## src/rtl/hazard_stall_2w.sv

```systemverilog
// hazard_stall_2w: stall/interlock unit for the 2-wide pipeline at the FD/DX boundary.
// Resolves load-use, intra-packet RAW (pipe 1 -> pipe 2) and in-flight mult/div
// dependencies by holding PC/FD and injecting per-pipe nops into DX.
// Optional feature macro: HAZ_MD_WATCHDOG_EN (mult/div watchdog with sticky md_err).
module hazard_stall_2w #(
  parameter int unsigned MD_TIMEOUT = 63
) (
  input  logic       clock,
  input  logic       reset,
  input  logic [4:0] FD_rs_1,
  input  logic [4:0] FD_rt_1,
  input  logic [4:0] FD_rd_1,
  input  logic [4:0] FD_rs_2,
  input  logic [4:0] FD_rt_2,
  input  logic [4:0] FD_rd_2,
  input  logic       FD_regWrite_1,
  input  logic       FD_isMD_1,
  input  logic       DX_memRead_1,
  input  logic       DX_memRead_2,
  input  logic [4:0] DX_rd_1,
  input  logic [4:0] DX_rd_2,
  input  logic       md_rdy,
  output logic       stall_FD,
  output logic       bubble_DX_1,
  output logic       bubble_DX_2,
  output logic       md_busy,
  output logic [4:0] md_rd,
  output logic       md_err
);

  localparam int unsigned RW = 5;

  // The watchdog counter is 6 bits wide, so the limit must fit in 1..63.
  if (MD_TIMEOUT == 0 || MD_TIMEOUT > 63) begin : g_bad_timeout
    $error("hazard_stall_2w: MD_TIMEOUT must be in 1..63");
  end

  typedef enum logic {
    ISS_RUN   = 1'b0,
    ISS_SPLIT = 1'b1
  } iss_state_e;

  typedef enum logic {
    MD_IDLE = 1'b0,
    MD_BUSY = 1'b1
  } md_state_e;

  iss_state_e    iss_q, iss_d;
  md_state_e     md_q, md_d;
  logic [RW-1:0] md_rd_q, md_rd_d;

`ifdef HAZ_MD_WATCHDOG_EN
  localparam logic [5:0] WD_LIMIT = 6'(MD_TIMEOUT);
  logic [5:0] wd_cnt_q, wd_cnt_d;
  logic       md_err_q, md_err_d;
`endif

  logic in_run;
  logic haz_lu;
  logic haz_mdh;
  logic haz_ip;
  logic md_issue;

  // True when register r matches a source that is live in the current issue state.
  function automatic logic src_hit(
    input logic [RW-1:0] r,
    input logic          run,
    input logic [RW-1:0] rs1,
    input logic [RW-1:0] rt1,
    input logic [RW-1:0] rs2,
    input logic [RW-1:0] rt2
  );
    src_hit = (run && ((r == rs1) || (r == rt1))) || (r == rs2) || (r == rt2);
  endfunction

  // Hazard detection from current decode/DX fields and tracked state.
  always_comb begin
    in_run = (iss_q == ISS_RUN);

    haz_lu = (DX_memRead_1 && (DX_rd_1 != '0) &&
              src_hit(DX_rd_1, in_run, FD_rs_1, FD_rt_1, FD_rs_2, FD_rt_2)) ||
             (DX_memRead_2 && (DX_rd_2 != '0) &&
              src_hit(DX_rd_2, in_run, FD_rs_1, FD_rt_1, FD_rs_2, FD_rt_2));

    haz_mdh = (md_q == MD_BUSY) &&
              (((md_rd_q != '0) &&
                (src_hit(md_rd_q, in_run, FD_rs_1, FD_rt_1, FD_rs_2, FD_rt_2) ||
                 (in_run && (md_rd_q == FD_rd_1)) ||
                 (md_rd_q == FD_rd_2))) ||
               (in_run && FD_isMD_1));

    haz_ip = in_run && FD_regWrite_1 && (FD_rd_1 != '0) &&
             ((FD_rd_1 == FD_rs_2) || (FD_rd_1 == FD_rt_2));

    md_issue = in_run && FD_isMD_1 && !haz_lu && !haz_mdh;
  end

  // Stall/bubble outputs and next-state for both trackers.
  always_comb begin
    stall_FD    = 1'b0;
    bubble_DX_1 = 1'b0;
    bubble_DX_2 = 1'b0;
    iss_d       = iss_q;
    md_d        = md_q;
    md_rd_d     = md_rd_q;
`ifdef HAZ_MD_WATCHDOG_EN
    wd_cnt_d    = wd_cnt_q;
    md_err_d    = md_err_q;
`endif

    // Issue decisions; load-use and mult/div dependency freeze the issue state.
    if (!reset) begin
      if (haz_lu || haz_mdh) begin
        stall_FD    = 1'b1;
        bubble_DX_1 = 1'b1;
        bubble_DX_2 = 1'b1;
      end else if (iss_q == ISS_SPLIT) begin
        bubble_DX_1 = 1'b1;
        iss_d       = ISS_RUN;
      end else if (haz_ip) begin
        stall_FD    = 1'b1;
        bubble_DX_2 = 1'b1;
        iss_d       = ISS_SPLIT;
      end
    end

    // Mult/div tracker: retire on md_rdy, optional watchdog, then new issue.
    if (md_q == MD_BUSY) begin
      if (md_rdy) begin
        md_d = MD_IDLE;
      end else begin
`ifdef HAZ_MD_WATCHDOG_EN
        wd_cnt_d = wd_cnt_q + 6'd1;
        if (wd_cnt_d == WD_LIMIT) begin
          md_d     = MD_IDLE;
          md_err_d = 1'b1;
        end
`endif
      end
    end

    if (md_issue) begin
      md_d    = MD_BUSY;
      md_rd_d = FD_rd_1;
`ifdef HAZ_MD_WATCHDOG_EN
      wd_cnt_d = '0;
`endif
    end
  end

  // State registers with synchronous active-high reset.
  always_ff @(posedge clock) begin
    if (reset) begin
      iss_q    <= ISS_RUN;
      md_q     <= MD_IDLE;
      md_rd_q  <= '0;
`ifdef HAZ_MD_WATCHDOG_EN
      wd_cnt_q <= '0;
      md_err_q <= 1'b0;
`endif
    end else begin
      iss_q    <= iss_d;
      md_q     <= md_d;
      md_rd_q  <= md_rd_d;
`ifdef HAZ_MD_WATCHDOG_EN
      wd_cnt_q <= wd_cnt_d;
      md_err_q <= md_err_d;
`endif
    end
  end

  assign md_busy = (md_q == MD_BUSY);
  assign md_rd   = md_rd_q;

`ifdef HAZ_MD_WATCHDOG_EN
  assign md_err = md_err_q;
`else
  assign md_err = 1'b0;
`endif

endmodule
```

## config.mk

```make
export PLATFORM = sky130hd
export DESIGN_NAME = hazard_stall_2w
export DESIGN_NICKNAME = d
export VERILOG_FILES = /design/src/rtl/hazard_stall_2w.sv
export SDC_FILE = /design/constraint.sdc
export NUM_CORES = 1
export LEC_CHECK = 0
export CORE_UTILIZATION = 30
export CTS_CLUSTER_SIZE = 12
export DETAILED_ROUTE_END_ITERATION = 6
export PLACE_DENSITY = 0.62
export SETUP_SLACK_MARGIN = 0.2
export SLEW_MARGIN = 20
export SYNTH_ARGS = -nofsm -noshare
export SYNTH_HDL_FRONTEND = slang
export SYNTH_SLANG_ARGS = --single-unit
export TNS_END_PERCENT = 50
```

## constraint.sdc

```tcl
create_clock -name clock -period 5.6 [get_ports clock]
set_input_delay 1.68 -clock clock [delete_from_list [all_inputs] [get_ports clock]]
set_output_delay 1.68 -clock clock [all_outputs]
set_load 0.03 [all_outputs]
```

==> impl_metrics.tcl <==
set metrics [dict create \
    max_clock_freq_mhz 189 \
    yosys_most_used_dff "dfxtp_1" \
    grt-ovfl-total 0 \
    ys_async_sr_fraction 0 \
    netlist_instances 180 \
    cts_buffer_depth 2 \
    fp.dieH_um 70.9 \
    drt-initial-drc-count 55 \
    dpl_worst_slack_ps 188 \
    synth-edff-count 0 \
    ys_seq_area_frac 0.0983 \
    grt_max_degree 16 \
    num_io_pins 57 \
    rows 24 \
    min_path_type "reg -> reg" \
    routed_wl_mm 4.26 \
    area_delta_synth_final_pct 45.2 \
    start_util 0.319 \
    finalCritPeriodShare 0.946 \
    critPathRequiredTime_ps 3920 \
    cts_setup_buffers 0 \
    coreArea_sq_mm 0.00447 \
    drive_gt1_frac 0.0837 \
    first_global_vias 1391 \
    hold_ws_ps 515 \
    cts_root_buf "clkbuf_8" \
    violations "DRC" \
    path_clk_slew_ps 40 \
    synth_fp_nets 227 \
    final_area_sq_mm 0.00207 \
    syn_area_sq_mm 0.00143 \
    clock_latency_ps 220 \
    critPathKind "in -> out" \
    portBuffers 55 \
    ctsHoldBuffers 0 \
    clock_sinks 7 \
    ant_nets 0 \
    avgSynthCellArea_sq_um 7.92 \
    track_usage 0.168 \
    skew_ps 3.92 \
    rsz0062_at_grt "no" \
    dieArea_sq_mm 0.00503 \
    grt_pass1_wl_mm 6.82 \
    finalNetCount 275 \
    cts_made_buffers 3 \
    status "finished, violations left" \
    maxCapViolations 0 \
    power_density_mw_per_mm2 151 \
    ir_drop_mv 0.125 \
    htreeDepth 1 \
    vias 1371 \
    power.leakage_nw 0.858 \
    wl_per_cell_um 15.3 \
    avgViaCountPerCell 4.91 \
    yosysWarnings 0 \
    finalHoldViolCount 0 \
    cts_tree "built" \
    cp-start-kind "input port" \
    endpoint_kind "primary output" \
    worst_slack_ps 305 \
    routabilityCongestion 0.829 \
    path_max_fanout 3 \
    synth_top_area_frac 0.283 \
    place_area_sq_mm 0.00197 \
    setup_viol 0 \
    antenna_found_initial 0 \
    ys_types 30 \
    yosysTopAreaCell "xnor2_1" \
    drtPass1Iterations 6 \
    synth.area.top_cells "xnor2_1 (28%), xor2_1 (21%), dfxtp_1 (9.8%)" \
    finalSetupTns_ps 0 \
    period_needed_ps 5290 \
    num_antenna_cells 0 \
    die_w_um 70.9 \
    synth-seq-cells 7 \
    critical_path_arrival_ps 3610 \
    power_mw 0.312 \
    final_max_slew_viol_count 0 \
    drc 6 \
]
-- metal layers --
layer | vias up | track usage | share of wire
met5 | - | 0 | 0
met4 | 0 | 0.0133 | 0
met3 | 0 | 0.0214 | 0.040
met2 | 32 | 0.313 | 0.50
met1 | 649 | 0.214 | 0.46
li1 | 690 | - | -
-- state kept, by name, summed over array words and instances, names as in the netlist --
register	cells
md_rd	5
iss_q	1
md_busy	1
-- layout make-up --
type                    instances  area, sq um
well taps                      52         65.1
flip-flops and latches          7          140
inverters                       3         11.3
clock buffers                   4         45.0
fillers                       458         2400
multi-input cells             152         1190
repair buffers                 61          617
-- final timing paths --
path	slack, ps	depth (start not counted)	from	end
worst min register to register	520	2	md_busy	md_busy
worst max register to register	3690	6	md_rd[2]	iss_q
worst max-delay path	310	8	FD_rs_1[1]	stall_FD
worst min-delay path	520	2	md_busy	md_busy
-- report_power, final --
group | switching (mW) | leakage, nW | internal [mW] | total (mW)
logic | 0.0830 | 0.778 | 0.0914 | 0.174
clock network | 0.0203 | 0.0228 | 0.0491 | 0.0695
registers | 0.0135 | 0.0575 | 0.0544 | 0.0679
total | 0.117 | 0.858 | 0.195 | 0.312
-- cell families (layout without fill, tap and decap cells) --
group	count (synthesis)	in the layout	synth area share
AOI/OAI and AO/OA	17	17	0.0852
xor gates and xnor gates	80	80	0.492
buffers and inverters	21	68	0.0860
DFF	7	7	0.0983
muxes	5	5	0.0351
other	1	1	0.00263
and+or+nand+nor	49	49	0.201
-- synth_stat cells, drive strengths merged (2+ instances only) --
| cell | number |
|---|---|
| nand3 | 12 |
| o22ai | 3 |
| xor2 | 34 |
| mux2i | 5 |
| dfxtp | 7 |
| a31oi | 3 |
| a211oi | 2 |
| or4 | 4 |
| nor3 | 11 |
| buf | 17 |
| xnor2 | 46 |
| nor2 | 3 |
| nand2 | 2 |
| nand2b | 11 |
| o21ai | 3 |
| inv | 3 |
| nand4 | 4 |
-- layout by cell type, fill, tap and decap left out, drive strengths merged --
master	synthesis	layout
o22ai	3	3
and2	1	1
nand2b	11	11
xor2	34	34
clkdlybuf4s50	0	36
o2111ai	1	1
dlygate4sd2	0	3
o22a	1	1
or4	4	4
clkbuf	1	4
dfxtp	7	7
a22oi	1	1
xnor2	46	46
conb	1	1
nor3	11	11
a21oi	1	1
a211oi	2	2
nand2	2	2
nor2	3	3
a31oi	3	3
o21ai	3	3
dlymetal6s2s	0	13
nand4	4	4
mux2i	5	5
o31ai	1	1
buf	17	9
and2b	1	1
nand3	12	12
inv	3	3
a2111oi	1	1
-- critical path, cell delays in order --
cell             delay [ps]
clkdlybuf4s50_1         500
xor2_1                  190
nor3_2                  200
a22oi_1                 150
a2111oi_4               390
inv_1                   110
a31oi_2                 210
buf_4                   190
-- per-stage QoR --
stage                     cells  utilization
after global placement      275        0.440
after CTS                   279        0.452
final                       279        0.463
after floorplan             180            -
after detailed placement    275        0.440
after global routing        279        0.463
-- repair_timing --
action / 4_1_cts / 5_1_grt
pin swaps: 0 / 3
gates resized for setup: 4 / 16
setup endpoints to repair: 2 / 3
(Power assumes the default switching activity.)
==> patch 1: new RTL, same flow settings <==
Make the reset (`reset`) asynchronous in one clocked block. Comments in the files are not updated.
--- a/src/rtl/hazard_stall_2w.sv
+++ b/src/rtl/hazard_stall_2w.sv
@@ -151,3 +151,3 @@
   // State registers with synchronous active-high reset.
-  always_ff @(posedge clock) begin
+  always_ff @(posedge clock or posedge reset) begin
     if (reset) begin
Function: differs if reset is asserted again (counterexample within 4 cycles, from zero or initial values and one cycle with reset high); with reset held inactive, the same outputs for 10 cycles.
==> patch 1 against the original RTL <==
  * Final cell count down 3.9%
  * Final area down 2.8%
  * Count of clock-buffer cells in the layout unchanged
  * Largest cell class unchanged
  * Wire length down 6.7%
  * Synthesized area down 1.7%
  * Sequential cell count unchanged
  * Worst setup slack worse by 0.0027 ns
  * Power up 59%
  * Die area down 1.6%
==> patch 1: results (changes against the original RTL) <==
metric	value	unit	change
outcome	finished clean		
gr-usage-all-layers	16.2	%	-0.62 points
syn_nets	219		-3.5%
cellPowerDensity	246	mW/mm^2	+63%
r2r_slack	3.56	ns	-0.13 ns
drive_gt1_share	8.80	%	+0.43 points
place_area	0.00192	mm^2	-2.2%
wire_per_inst	14.8	um	-2.9%
holdPathEnd	md_busy		
ir_drop	163	uV	+30%
p_leak	0.872	nW	+1.6%
timing.rr.end	iss_q		
drt-total-wl	3.97	mm	-6.7%
crit_arrival	3.62	ns	about the same
synthTopCellsByCount	xor2_1 (56), xnor2_1 (24), buf_2 (15)		
whs_path_depth	1		-1
gp_congestion	0.823		-0.64%
finalCritPeriodShare	94.6	%	about the same
grt_max_degree	10		-6
met1_length	1.92	mm	-2.0%
fin_hold_ws	0.618	ns	+0.102 ns
ys_top_cells_by_area	xor2_1 (35%), xnor2_1 (15%), dfrtp_1 (13%)		
routed-wl-met2	1.85	mm	-13%
synthArstFlopShare	100	%	+100 points
wl_met3	177	um	+3.5%
dr.pass1.iters	4		-2
synth_ff_type	dfrtp_1		
top_layer_used	met4		
post-place-ws	0.0607	ns	-0.127 ns
r2r_start	iss_q		
cp-startpoint	FD_isMD_1		
patch 1: cell types whose count changed after synthesis, moves of 3 or more:
cell / delta
xnor2_1: -22
xor2_1: +22
nand2b_1: -10
dfrtp_1: +7
dfxtp_1: -7
mux2_2: +5
mux2i_1: -5
buf_2: +4
nand4_1: -4
nor4_1: +4
o22ai_1: -3
o41ai_1: +3
patch 1: what timing repair did:
item,in CTS,in global routing
endpoints found under the setup margin,3,3
pin swaps,0,3
resized for setup,9,13
setup buffers,0,1
patch 1: cell type report:
class                   count  area share, %
repair buffers             58           29.3
clock buffers               4           2.24
flip-flops and latches      7           8.71
well taps                  52           3.23
multi-input cells         144           56.0
inverters                   3          0.560
patch 1: critical path, stage by stage:
cell and delay, ns:
clkdlybuf4s50_1 0.43, nand2b_1 0.15, nand2_1 0.07, o41ai_1 0.37
a31oi_1 0.10, or2_2 0.34, o31a_1 0.30, buf_4 0.17
patch 1: power breakdown:
part           internal [W]   total, W  leakage [nW]  switching (W)
Sequential        0.0000662   0.000130        0.0844      0.0000638
Combinational      0.000154   0.000292         0.765       0.000138
Clock             0.0000493  0.0000720        0.0228      0.0000227
Total              0.000270   0.000494         0.872       0.000225
patch 1: layer usage:
layer / track usage, % / vias to the layer above
li1: - / 666
met1: 21.3 / 632
met2: 27.6 / 31
met3: 3.03 / 4
met4: 2.67 / 0
met5: 0 / -
patch 1: cells by family after synthesis:
group | Yosys count | synth area share (%)
buffers and inverters | 21 | 8.04
xor gates and xnor gates | 80 | 50.0
DFF | 7 | 12.5
and+or+nand+nor | 41 | 16.5
other | 1 | 0.268
muxes | 5 | 4.02
AOI/OAI and AO/OA | 17 | 8.66
==> patch 2: new RTL, same flow settings <==
Made on the original files. Add a define of `HAZ_MD_WATCHDOG_EN`.
--- a/src/rtl/hazard_stall_2w.sv
+++ b/src/rtl/hazard_stall_2w.sv
@@ -4,2 +4,4 @@
 // Optional feature macro: HAZ_MD_WATCHDOG_EN (mult/div watchdog with sticky md_err).
+`define HAZ_MD_WATCHDOG_EN
+
 module hazard_stall_2w #(
Function: same outputs for any inputs over 10 cycles, from zero or initial values and one cycle with reset high; that may be too few to reach the edited logic, so the function may still have changed.
==> patch 2 against the original RTL <==
  * Sequential share of layout area grew 4.6 points
  * Worst setup slack worse by 0.049 ns
  * Clock skew is 0.0025 ns lower
  * Highest routed layer is now met4
  * Global-route usage shrank 0.45 points
  * Synthesized area is 22% higher
  * Power up 25%
  * Sequential cell count is 7 higher
  * Wire length rose by 11%
  * Non-clock buffer count rose by 5
  * Final area is 19% higher
==> patch 2: results (changes against the original RTL) <==
metric	value	unit	change
synthTopCellsByCount	xor2_1 (56), xnor2_1 (30), nor2_1 (16)		
place_inst	333		+21%
routed-wl-met2	2.27	mm	+6.5%
syn_nets	266		+17%
dr.pass1.iters	4		-2
nFillCells	582		+27%
p_leak	1.01	nW	+18%
relSlewSlack	63.3	%	
r2r_slack	3.25	ns	-0.44 ns
wire_per_inst	14.0	um	-8.0%
top_layer_used	met4		
vias_per_cell	4.69		-4.5%
wl_met3	160	um	-6.4%
final_antenna_net_count	0		unchanged
gp_congestion	0.857		+3.4%
grt_pass1_wl	7.91	mm	+16%
critPathTopFamily	compound AO/OA/AOI/OAI gates		
crit_arrival	3.66	ns	+0.05 ns
layout.area.seq	280	um^2	+100%
drive_gt1_share	11.7	%	+3.3 points
avgSynthCellArea	7.98	um^2	+0.79%
largest_reg_flops	6		+1
slowest_stage	clkdlybuf4s50_1		
numPortBuffers	56		+1.8%
vias	1586		+16%
grt_max_degree	13		-3
timing.rr.end	wd_cnt_q[4]		
ys_top_cells_by_area	xor2_1 (28%), dfxtp_1 (16%), xnor2_1 (15%)		
synthArstFlopShare	0	%	unchanged
initialDrtViolationCount	98		+78%
cp_max_fo	3		unchanged
met1_length	2.29	mm	+17%
clk_pin_slew	0.06	ns	+0.02 ns
finClkSkew	0.00145	ns	-0.00247 ns
gr-usage-all-layers	16.4	%	-0.45 points
nets	316		+15%
clock_latency	0.24	ns	+0.02 ns
cp-startpoint	FD_rs_1[3]		
r2r_start	iss_q		
outcome	finished clean		
place_area	0.00233	mm^2	+19%
hold_start	wd_cnt_q[5]		
ir_drop	111	uV	-12%
largest-register	wd_cnt_q		
ys_seq_area_share	16.2	%	+6.4 points
endpoint	stall_FD		
yosysUniqueCellTypes	37		+23%
ff2ff_path_depth	7		+1
## patch 2: cell count changes after synthesis, sizes merged, moves of 3 or more
| cell | before | now |
|---|---|---|
| xor2 | 34 | 56 |
| nor2 | 3 | 21 |
| xnor2 | 46 | 30 |
| nand2b | 11 | 1 |
| dfxtp | 7 | 14 |
| nand2 | 2 | 6 |
| nor4 | 0 | 4 |
| clkbuf | 1 | 4 |
## patch 2: tightest hold or removal path: stages (launching register included)
cell and delay, ns:
dfxtp_1 0.35, xnor2_1 0.09, nor2_2 0.06
## patch 2: how the worst min path moves through the flow
stage | endpoint | slack, ns | depth (start not counted)
2_1_floorplan | wd_cnt_q[5] | 0.49 | 2
3_3_place_gp | wd_cnt_q[5] | 0.52 | 2
4_1_cts | wd_cnt_q[5] | 0.54 | 2
6_report | wd_cnt_q[5] | 0.53 | 2
3_5_place_dp | wd_cnt_q[5] | 0.52 | 2
5_1_grt | wd_cnt_q[5] | 0.57 | 2
## patch 2: layer usage
metal  track usage (%)  up-vias
met5                 0        -
met2              28.3       34
met3              2.00        4
li1                  -      816
met4              2.22        0
met1              22.1      732
## patch 2: cell families after synthesis
group	count (synthesis)	synth area share, %
muxes	5	2.89
adders and majority gates	2	1.44
xor gates and xnor gates	86	43.5
DFF	14	16.2
buffers and inverters	26	7.73
and+or+nand+nor	65	20.2
AOI/OAI and AO/OA	19	8.02
## patch 2: through the flow
| stage | total power, W | setup WS [ns] |
|---|---|---|
| floorplan | 0.000225 | 0.377 |
| finish | 0.000391 | 0.256 |
| detailed placement | 0.000293 | 0.00282 |
| global placement | 0.000292 | 0.0332 |
| global route | 0.000416 | 0.149 |
| CTS | 0.000390 | 0.215 |
## patch 2: power breakdown
group	leakage [nW]	internal, W	switching, W
logic	0.871	0.0000881	0.0000866
registers	0.114	0.000104	0.0000143
clock network	0.0288	0.0000623	0.0000352
## patch 2: layout make-up
cell class	count	share of cell area, %
inverter	5	0.763
multi-input combinational	177	55.7
clock buffer	4	2.24
tap	72	3.66
sequential	14	11.4
timing repair buffer	66	26.3
## patch 2: timing repair
item,in CTS,in global routing
setup endpoints to repair,3,3
pin swaps,3,4
hold buffers,0,0
buffers inserted,1,0
gates resized for setup,18,16
